File: config.mk
export PLATFORM = sky130hd
export DESIGN_NAME = mem_arbiter
export DESIGN_NICKNAME = d
export VERILOG_FILES = /design/src/rtl/mem_arbiter.sv
export SDC_FILE = /design/constraint.sdc
export NUM_CORES = 1
export LEC_CHECK = 0
export BUFFER_PORTS_ARGS = -buffer_cell sky130_fd_sc_hd__buf_2
export CAP_MARGIN = 30
export CORE_MARGIN = 2
export CORE_UTILIZATION = 43
export DETAILED_ROUTE_END_ITERATION = 10
export HOLD_SLACK_MARGIN = 0.1
export PLACE_DENSITY = 0.85
export SETUP_SLACK_MARGIN = 0.05
export SLEW_MARGIN = 20
export SYNTH_ARGS = -nofsm -noshare
export SYNTH_HDL_FRONTEND = slang
export SYNTH_SLANG_ARGS = --single-unit
File: constraint.sdc
create_clock -name clk -period 4.7 [get_ports clk]
set_clock_uncertainty 0.1 [all_clocks]
set_input_delay 0.94 -clock clk [delete_from_list [all_inputs] [get_ports clk]]
set_output_delay 0.94 -clock clk [all_outputs]
set_load 0.05 [all_outputs]
File: src/rtl/mem_arbiter.sv
`default_nettype none
// ----------------------------------------------------------------------------
// mem_arbiter : shares one fixed-latency single-port memory between I and D.
// rev 1.0
// ----------------------------------------------------------------------------
module mem_arbiter #(
  parameter int WIDTH   = 16,
  parameter int LATENCY = 4
) (
  input  logic             clk,
  input  logic             rst,
  input  logic             i_req,
  input  logic [WIDTH-1:0] i_addr,
  input  logic             d_req,
  input  logic             d_wr,
  input  logic [WIDTH-1:0] d_addr,
  input  logic [WIDTH-1:0] d_wdata,
  input  logic [WIDTH-1:0] mem_rdata,
  output logic             mem_en,
  output logic             mem_wr,
  output logic [WIDTH-1:0] mem_addr,
  output logic [WIDTH-1:0] mem_wdata,
  output logic             i_done,
  output logic             d_done,
  output logic [WIDTH-1:0] i_data,
  output logic [WIDTH-1:0] d_rdata,
  output logic             i_stall,
  output logic             d_stall,
  output logic             err
);

  typedef enum logic [1:0] {
    IDLE   = 2'd0,
    BUSY_I = 2'd1,
    BUSY_D = 2'd2
  } state_t;

  localparam logic [3:0] LAT = 4'(LATENCY);

  state_t           state, state_nxt;
  logic [3:0]       cnt, cnt_nxt;
  logic             last, last_nxt;      // 0 = I granted last, 1 = D
  logic             op_wr, op_wr_nxt;    // in-flight D op is a write
  logic [WIDTH-1:0] i_hold, i_hold_nxt;
  logic [WIDTH-1:0] d_hold, d_hold_nxt;

  always_ff @(posedge clk) begin
    if (rst) begin
      state  <= IDLE;
      cnt    <= 4'd0;
      last   <= 1'b0;
      op_wr  <= 1'b0;
      i_hold <= '0;
      d_hold <= '0;
    end else begin
      state  <= state_nxt;
      cnt    <= cnt_nxt;
      last   <= last_nxt;
      op_wr  <= op_wr_nxt;
      i_hold <= i_hold_nxt;
      d_hold <= d_hold_nxt;
    end
  end

  always_comb begin
    state_nxt  = state;
    cnt_nxt    = cnt;
    last_nxt   = last;
    op_wr_nxt  = op_wr;
    i_hold_nxt = i_hold;
    d_hold_nxt = d_hold;
    mem_en     = 1'b0;
    mem_wr     = 1'b0;
    mem_addr   = '0;
    mem_wdata  = '0;
    i_done     = 1'b0;
    d_done     = 1'b0;
    err        = 1'b0;
    i_data     = i_hold;
    d_rdata    = d_hold;

    case (state)
      IDLE: begin
        // On a tie the side that did not win last time is served.
        if (i_req && (!d_req || last)) begin
          mem_en    = 1'b1;
          mem_addr  = i_addr;
          mem_wdata = d_wdata;
          state_nxt = BUSY_I;
          cnt_nxt   = 4'd1;
          last_nxt  = 1'b0;
          op_wr_nxt = 1'b0;
        end else if (d_req) begin
          mem_en    = 1'b1;
          mem_wr    = d_wr;
          mem_addr  = d_addr;
          mem_wdata = d_wdata;
          state_nxt = BUSY_D;
          cnt_nxt   = 4'd1;
          last_nxt  = 1'b1;
          op_wr_nxt = d_wr;
        end
      end
      BUSY_I: begin
        err = ~i_req;
        if (cnt == LAT) begin
          i_done     = 1'b1;
          i_data     = mem_rdata;
          i_hold_nxt = mem_rdata;
          state_nxt  = IDLE;
          cnt_nxt    = 4'd0;
        end else begin
          cnt_nxt = cnt + 4'd1;
        end
      end
      BUSY_D: begin
        err = ~d_req;
        if (cnt == LAT) begin
          d_done = 1'b1;
          if (!op_wr) begin
            d_rdata    = mem_rdata;
            d_hold_nxt = mem_rdata;
          end
          state_nxt = IDLE;
          cnt_nxt   = 4'd0;
        end else begin
          cnt_nxt = cnt + 4'd1;
        end
      end
      default: begin
        state_nxt = IDLE;
        cnt_nxt   = 4'd0;
      end
    endcase

    // Outputs stay quiet for the whole reset cycle, including any in-flight op.
    if (rst) begin
      mem_en    = 1'b0;
      mem_wr    = 1'b0;
      mem_addr  = '0;
      mem_wdata = '0;
      i_done    = 1'b0;
      d_done    = 1'b0;
      err       = 1'b0;
      i_data    = '0;
      d_rdata   = '0;
    end
  end

  assign i_stall = i_req & ~i_done & ~rst;
  assign d_stall = d_req & ~d_done & ~rst;

endmodule
`default_nettype wire
==> impl_metrics.toml, run 1 <==
[sta]
max_freq_ghz = 0.281
fin_crit_ps = 3560
rsz0062_at_grt = "no"
fin_setup_tns_ps = 0
relSlewSlack_pct = 47.6
drv_slew = 0
fin_crit_sh_pct = 75.7
hold_violations = 0
worstMarginPinSlew_ps = 787
setup_viol = 0

[finish]
syn2layout_area_growth_pct = 39.6
layout-drive-gt1-share_pct = 44.6
multi_input_area_mm2 = 0.00105
regArea_um2 = 801
fin_util_pct = 63.1
diodes = 0
final_net_count = 419
nFillCells = 381

[critical_path]
reg2reg_depth = 5
ff2ff_setup_slack_ps = 2690
critPathKind = "input pin to output pin"
critPathMaxFanout = 30
crit_chain = "buf_2, nor2b_1, and3_1, a22o_1, buf_2"
worstPathArrival_ps = 2520
crit-reg2reg-capture = "d_hold[5]$_DFF_P_"
slowest_delay_ps = 560
crit_top_cell = "buf_2"
crit_start = "rst"
crit_slowest_cell = "and3_1"
r2r-start = "cnt[0]$_SDFFE_PP0P_"
crit_path_end = "mem_addr[4]"
worst_setup_path_start_kind = "input pin"
required_ps = 3660
cp-end-kind = "output pin"

[global_route]
grt_max_degree = 31
grt_util_all_layers_pct = 21.4
grt_pass1_wl_um = 8930
antenna_found_initial = 0
overflow = 0
grt_pass1_vias = 1988

[route]
ant_nets = 0
viasPerCell = 5.28
routed_wl_um = 5710
avgRoutedWirePerCell_um = 14.4
drc = 0
vias = 2098
dr.pass1.iters = 4
drt_iter0_markers = 91

[synth]
synth-seq-cells = 40
synth_cells = 215
netlist_top_cells_area = "dfxtp_1 40%, a22o_1 14%, and2_1 5.7%, a21oi_1 5.6%, nand3_1 4.8%"
ys.flop_type = "dfxtp_1"
synth_cell_types = 38
postSynth.asyncResetShare_pct = 0
synth_most_common_cell = "dfxtp_1"
synth_edf_count = 0
synth_top_area_share_pct = 40.4
syn-num-nets = 290
synth_seq_area_share_pct = 40.4
synth_top_cell_by_area = "dfxtp_1"
yosysWarnings = 0
syn_area_per_cell_um2 = 9.22
synth_area_mm2 = 0.00198
synth_common_cells = "40 x dfxtp_1, 32 x a22o_1, 22 x a21oi_1"

[clock_tree]
clock_path_buffers = 2
postCtsHoldBufs = 0
cts-resized-gates = 0
cts_root_buf = "clkbuf_8"
cts_num_sinks = 40
clk_latency_ps = 290
path_clk_slew_ps = 70
cts_setup_buffers = 0
htreeDepth = 2
cts_tree = "built"
cts_buffers = 5

[power_and_ir_drop]
peakVddDrop_mv = 0.178
power_density_mw_per_mm2 = 357
leakagePower_nw = 1.40

[die]
die_area_mm2 = 0.00517
ios = 140
core_region_area_mm2 = 0.00438
rows = 24
die_width_um = 71.9
start_util_pct = 45.2
die-height_um = 71.9

[status]
run_status = "finished clean"

[worst_hold_path]
min_path_type = "flip-flop to flip-flop"

[placed_design]
hpwl_um = 4440
gp_congestion = 0.872
port_buffers = 139

[job]
drv_cap = 0
==> registers in the layout, summed over array words and instances (netlist names) <==
signal	cells
last	1
op_wr	1
state	2
i_hold	16
cnt	4
d_hold	16
==> cell families (layout without fill, tap and decap cells) <==
group                      Yosys count  in the layout  share of synthesized area, %
AOI/OAI and AO/OA                   81             81                          28.7
and+or+nand+nor                     62             62                          20.3
DFF                                 40             40                          40.4
buffers and inverters               26            156                          6.82
adders and majority gates            6              6                          3.79
==> metal layers <==
metal	wire [um]	vias up	GRT usage [%]
li1	-	1050	-
met2	2950	106	38.5
met3	436	7	3.61
met5	0	-	0
met4	72	0	7.97
met1	2250	935	25.4
==> where the power goes <==
group | internal [mW] | switching (mW) | leakage [nW]
Clock | 0.187 | 0.117 | 0.0645
Sequential | 0.348 | 0.0132 | 0.323
Combinational | 0.0977 | 0.225 | 1.02
Total | 0.633 | 0.355 | 1.40
==> through the flow <==
| step | instance area (um2) | hold WS (ps) | instances | setup WS (ps) | power [mW] |
|---|---|---|---|---|---|
| after global placement | 2640 | 355 | 389 | 1180 | 0.689 |
| after detailed placement | 2640 | 360 | 389 | 1150 | 0.692 |
| final | 2770 | 376 | 397 | 1140 | 0.988 |
| after CTS | 2770 | 379 | 397 | 1140 | 0.995 |
| after global routing | 2770 | 385 | 397 | 1020 | 1.03 |
| after floorplan | 1980 | 370 | 215 | 1270 | 0.615 |
==> placed cells by master, fill, tap and decap left out, drive strengths merged, types with 2 or more instances in the layout <==
master / Yosys / layout
buf: 13 / 139
dfxtp: 40 / 40
a22o: 32 / 32
a21oi: 22 / 22
nand3: 19 / 19
and2: 18 / 18
o21ai: 17 / 17
inv: 9 / 9
clkbuf: 4 / 7
ha: 6 / 6
nand2: 5 / 5
nand4b: 3 / 3
nor3b: 3 / 3
and4b: 2 / 2
nor2b: 2 / 2
nand2b: 2 / 2
o2bb2ai: 2 / 2
a31oi: 2 / 2
nand4: 2 / 2
==> worst min-delay path by stage <==
stage / startpoint / end / slack [ps] / cells after the start
2_1_floorplan: cnt[1]$_SDFFE_PP0P_ / cnt[1]$_SDFFE_PP0P_ / 370 / 2
3_3_place_gp: i_hold[0]$_DFF_P_ / i_hold[0]$_DFF_P_ / 350 / 1
3_5_place_dp: i_hold[12]$_DFF_P_ / i_hold[12]$_DFF_P_ / 360 / 1
4_1_cts: i_hold[1]$_DFF_P_ / i_hold[1]$_DFF_P_ / 380 / 1
5_1_grt: i_hold[12]$_DFF_P_ / i_hold[12]$_DFF_P_ / 390 / 1
6_report: i_hold[14]$_DFF_P_ / i_hold[14]$_DFF_P_ / 380 / 1
==> critical path, delay by kind of cell <==
family	cells	cell delay, ps
buffers and inverters	2	540
AND/OR/NAND/NOR	2	790
AO/OA/AOI/OAI	1	230
==> area by class of cell <==
| class | instances | area share, % |
|---|---|---|
| timing repair buffer | 139 | 25.1 |
| inverter | 9 | 1.22 |
| multi-input combinational | 149 | 37.8 |
| clock buffer | 7 | 3.48 |
| clock inverter | 1 | 1.08 |
| sequential | 40 | 28.9 |
| tap | 52 | 2.35 |
Power figures use the tool's default switching activity.
==> run 2: changes to the inputs <==
Settings changed: CORE_UTILIZATION 43 to 41, PLACE_DENSITY 0.85 to 0.81.
Clock period 4.7 ns to 3.6 ns, I/O delays scaled along.
==> run 2 against run 1 <==
  * Sequential share of layout area decreased by 0.21 points
  * Utilization fell by 3.7 points
  * Global-route usage fell by 0.46 points
  * Critical path type is now flip-flop to output pin
  * Largest cell class unchanged
  * Largest power group unchanged
  * Highest routed layer unchanged
==> impl_metrics.toml, run 2 (synthesis results as in run 1) <==
[route]
drc = 0
vias = 2146
avgRoutedWirePerCell_um = 14.2
ant_nets = 0
drt_iter0_markers = 106
routed_wl_um = 5710
dr.pass1.iters = 4
viasPerCell = 5.34

[die]
core_region_area_mm2 = 0.00469
die_width_um = 73.5
die_area_mm2 = 0.00541
die-height_um = 73.5
ios = 140
start_util_pct = 42.2
rows = 25

[placed_design]
preCtsSetupSlack_ps = 703
placed_cell_area_mm2 = 0.00267
hpwl_um = 4360
port_buffers = 139
gp_congestion = 0.867

[sta]
hold_violations = 0
fin_crit_sh_pct = 88.9
setup_viol = 0
finalWorstSetupSlack_ps = 400
hold_slack_ps = 379
fin_setup_tns_ps = 0
drv_slew = 0
max_freq_ghz = 0.312
rsz0062_at_grt = "no"
relSlewSlack_pct = 53.0
fin_crit_ps = 3200
worstMarginPinSlew_ps = 704

[clock_tree]
cts_tree = "built"
htreeDepth = 2
cts_buffers = 5
postCtsHoldBufs = 0
cts_num_sinks = 40
cts_root_buf = "clkbuf_8"
clock_path_buffers = 2
cts-resized-gates = 0
cts_setup_buffers = 0
path_clk_slew_ps = 80
clk_latency_ps = 300

[critical_path]
required_ps = 2780
slowest_delay_ps = 640
worstPathArrival_ps = 2380
critPathKind = "flip-flop to output pin"
crit_chain = "inv_1, ha_1, and4b_1, nand3_1, a21oi_1, buf_2"
path_buf_inv = 2
cp_top_family = "simple AND/OR/NAND/NOR gates"
crit_slowest_cell = "and4b_1"
cp-end-kind = "output pin"
critPathMaxFanout = 17
worst_setup_path_start_kind = "flip-flop"

[global_route]
grt_max_degree = 22
grt_util_all_layers_pct = 20.9
grt_pass1_vias = 1970
antenna_found_initial = 0
grt_pass1_wl_um = 8790
overflow = 0

[power_and_ir_drop]
leakagePower_nw = 1.42
power_density_mw_per_mm2 = 464
peakVddDrop_mv = 0.268

[finish]
layout-drive-gt1-share_pct = 45.1
regArea_um2 = 801
multi_input_area_mm2 = 0.00105
top_regs = "d_hold (16), i_hold (16), cnt (4)"
postLayoutCellArea_mm2 = 0.00279
diodes = 0
nFillCells = 412
final_net_count = 422
syn2layout_area_growth_pct = 40.7
final_common_cell = "buf_2"
layout_common_cells = "139 x buf_2, 40 x dfxtp_1, 32 x a22o_1"

[worst_hold_path]
min_path_type = "flip-flop to flip-flop"

[status]
run_status = "finished clean"

[job]
drv_cap = 0
run 2: where the power goes:
part	leakage (nW)	internal, mW	switching (mW)
logic	1.03	0.131	0.297
clock network	0.0614	0.227	0.168
registers	0.323	0.455	0.0175
run 2: final timing paths:
| path | from | end | slack (ps) | cells after the start |
|---|---|---|---|---|
| worst min-delay path | i_hold[11]$_DFF_P_ | i_hold[11]$_DFF_P_ | 380 | 1 |
| worst max-delay path | cnt[0]$_SDFFE_PP0P_ | d_rdata[12] | 400 | 6 |
| worst max register to register | cnt[0]$_SDFFE_PP0P_ | d_hold[12]$_DFF_P_ | 1550 | 5 |
| worst min register to register | i_hold[11]$_DFF_P_ | i_hold[11]$_DFF_P_ | 380 | 1 |
run 2: area by class of cell:
type,instances,share of cell area (%)
tap,54,2.42
clock inverter,2,1.39
inverter,9,1.21
clock buffer,6,2.96
sequential,40,28.7
multi-input combinational,149,37.5
timing repair buffer,142,25.8
run 2: metal layers:
layer / vias up / global-route usage (%) / share of wire (%)
met5: - / 0 / 0
met4: 0 / 7.27 / 1.3
met3: 7 / 4.94 / 7.5
met2: 92 / 37.3 / 48
met1: 989 / 24.2 / 43
li1: 1058 / - / -
run 2: per-stage QoR:
step	util, %	instances	total power [mW]
6_report	59.4	402	1.29
4_1_cts	59.4	402	1.30
5_1_grt	59.4	402	1.36
2_1_floorplan	-	215	0.803
3_5_place_dp	56.8	394	0.910
3_3_place_gp	56.8	394	0.903
==> run 3: changes to the inputs <==
Settings changed: CORE_UTILIZATION 41 to 42, CTS_BUF_LIST from default to sky130_fd_sc_hd__clkbuf_8, PLACE_DENSITY 0.81 to 0.83.
==> run 3 against run 2 <==
  * Sequential power is essentially flat
  * Flip-flop and latch count is the same
  * Count of clock-buffer cells in the layout is the same
==> impl_metrics.toml, run 3 (synthesis results as in run 1) <==
[sta]
worstMarginPinSlew_ps = 685
setup_viol = 0
rsz0062_at_grt = "no"
fin_setup_tns_ps = 0
relSlewSlack_pct = 54.3
fin_crit_sh_pct = 88.0
drv_slew = 0
fin_crit_ps = 3170
hold_slack_ps = 378
max_freq_ghz = 0.316
hold_violations = 0

[route]
wl_met2_um = 2870
vias = 2119
wl_met1_um = 2340
ant_nets = 0
dr.pass1.iters = 4
avgRoutedWirePerCell_um = 14.6
viasPerCell = 5.31
route.met3.wl_um = 543
routed_wl_um = 5820
drc = 0
maxUsedRoutingLayer = "met4"
drt_iter0_markers = 147

[placed_design]
hpwl_um = 4500
gp_congestion = 0.819
place_inst = 391
port_buffers = 139

[critical_path]
required_ps = 2780
crit_chain = "inv_1, ha_1, and4b_1, nand3_1, a21oi_1, buf_2"
path_depth = 6
crit-reg2reg-capture = "d_hold[12]$_DFF_P_"
cp_top_family = "simple AND/OR/NAND/NOR gates"
crit_slowest_cell = "and4b_1"
path_buf_inv = 2
r2r-start = "cnt[0]$_SDFFE_PP0P_"
slowest_delay_ps = 630
worst_setup_path_start_kind = "flip-flop"
critPathMaxFanout = 17
crit_start = "cnt[0]$_SDFFE_PP0P_"
critPathKind = "flip-flop to output pin"
reg2reg_depth = 5
crit_path_end = "d_rdata[14]"
worstPathArrival_ps = 2350
cp-end-kind = "output pin"
ff2ff_setup_slack_ps = 1630

[finish]
final_common_cell = "buf_2"
syn2layout_area_growth_pct = 40.2
layout-drive-gt1-share_pct = 45.0
stdcell_count = 399
layout_common_cells = "139 x buf_2, 40 x dfxtp_1, 32 x a22o_1"
diodes = 0
top_regs = "d_hold (16), i_hold (16), cnt (4)"
final_net_count = 421

[global_route]
grt_util_all_layers_pct = 21.8
overflow = 0
grt_pass1_wl_um = 9020
antenna_found_initial = 0
grt_pass1_vias = 2023
grt_max_degree = 21

[clock_tree]
cts_buffers = 5
cts_root_buf = "clkbuf_8"
cts_setup_buffers = 0
cts-resized-gates = 0
path_clk_slew_ps = 80
postCtsHoldBufs = 0
clk_latency_ps = 300
cts_num_sinks = 40
htreeDepth = 2
cts_tree = "built"
clock_path_buffers = 2

[status]
run_status = "finished clean"

[die]
ios = 140
die-height_um = 72.7
start_util_pct = 44.6
core_region_area_mm2 = 0.00444
rows = 24
die_area_mm2 = 0.00528
die_width_um = 72.7

[worst_hold_path]
min_path_type = "flip-flop to flip-flop"

[power_and_ir_drop]
peakVddDrop_mv = 0.248
leakagePower_nw = 1.41
power_density_mw_per_mm2 = 463

[job]
drv_cap = 0
==> run 3: cell count changes in the layout (fill, tap and decap cells not counted) <==
cell / delta
buf_4: -1
==> run 3: layout make-up <==
cell class              count  area [um2]
flip-flops and latches     40         801
repair buffers            141         711
clock buffers               6        82.6
fillers                   384        1670
clock inverters             2        38.8
inverters                   9        33.8
well taps                  52        65.1
multi-input cells         149        1050
==> run 3: routing by layer <==
layer  vias to the layer above  global-route usage, %
li1                       1055                      -
met1                       947                   24.8
met2                       110                   39.2
met3                         7                   6.22
met4                         0                   6.58
met5                         -                      0
==> run 3: worst min path at each step <==
| stage | start | endpoint | slack [ps] | cells after the start |
|---|---|---|---|---|
| after floorplan | cnt[1]$_SDFFE_PP0P_ | cnt[1]$_SDFFE_PP0P_ | 370 | 2 |
| after global placement | i_hold[14]$_DFF_P_ | i_hold[14]$_DFF_P_ | 360 | 1 |
| after detailed placement | i_hold[9]$_DFF_P_ | i_hold[9]$_DFF_P_ | 360 | 1 |
| after CTS | i_hold[9]$_DFF_P_ | i_hold[9]$_DFF_P_ | 380 | 1 |
| after global routing | d_hold[4]$_DFF_P_ | d_hold[4]$_DFF_P_ | 400 | 2 |
| final | i_hold[9]$_DFF_P_ | i_hold[9]$_DFF_P_ | 380 | 1 |
==> run 3: per-stage QoR <==
stage                     area (um2)  setup slack, ps  power [mW]  util, %
final                           2780              431        1.29     62.5
after global routing            2780              230        1.35     62.5
after CTS                       2780              410        1.30     62.5
after detailed placement        2660              543       0.909     59.8
after global placement          2660              604       0.902     59.8
after floorplan                 1980              542       0.803        -
==> run 3: where the power goes <==
part | switching [mW] | internal (mW) | total [mW]
Combinational | 0.296 | 0.129 | 0.426
Clock | 0.161 | 0.227 | 0.388
Sequential | 0.0183 | 0.455 | 0.473
Total | 0.476 | 0.811 | 1.29
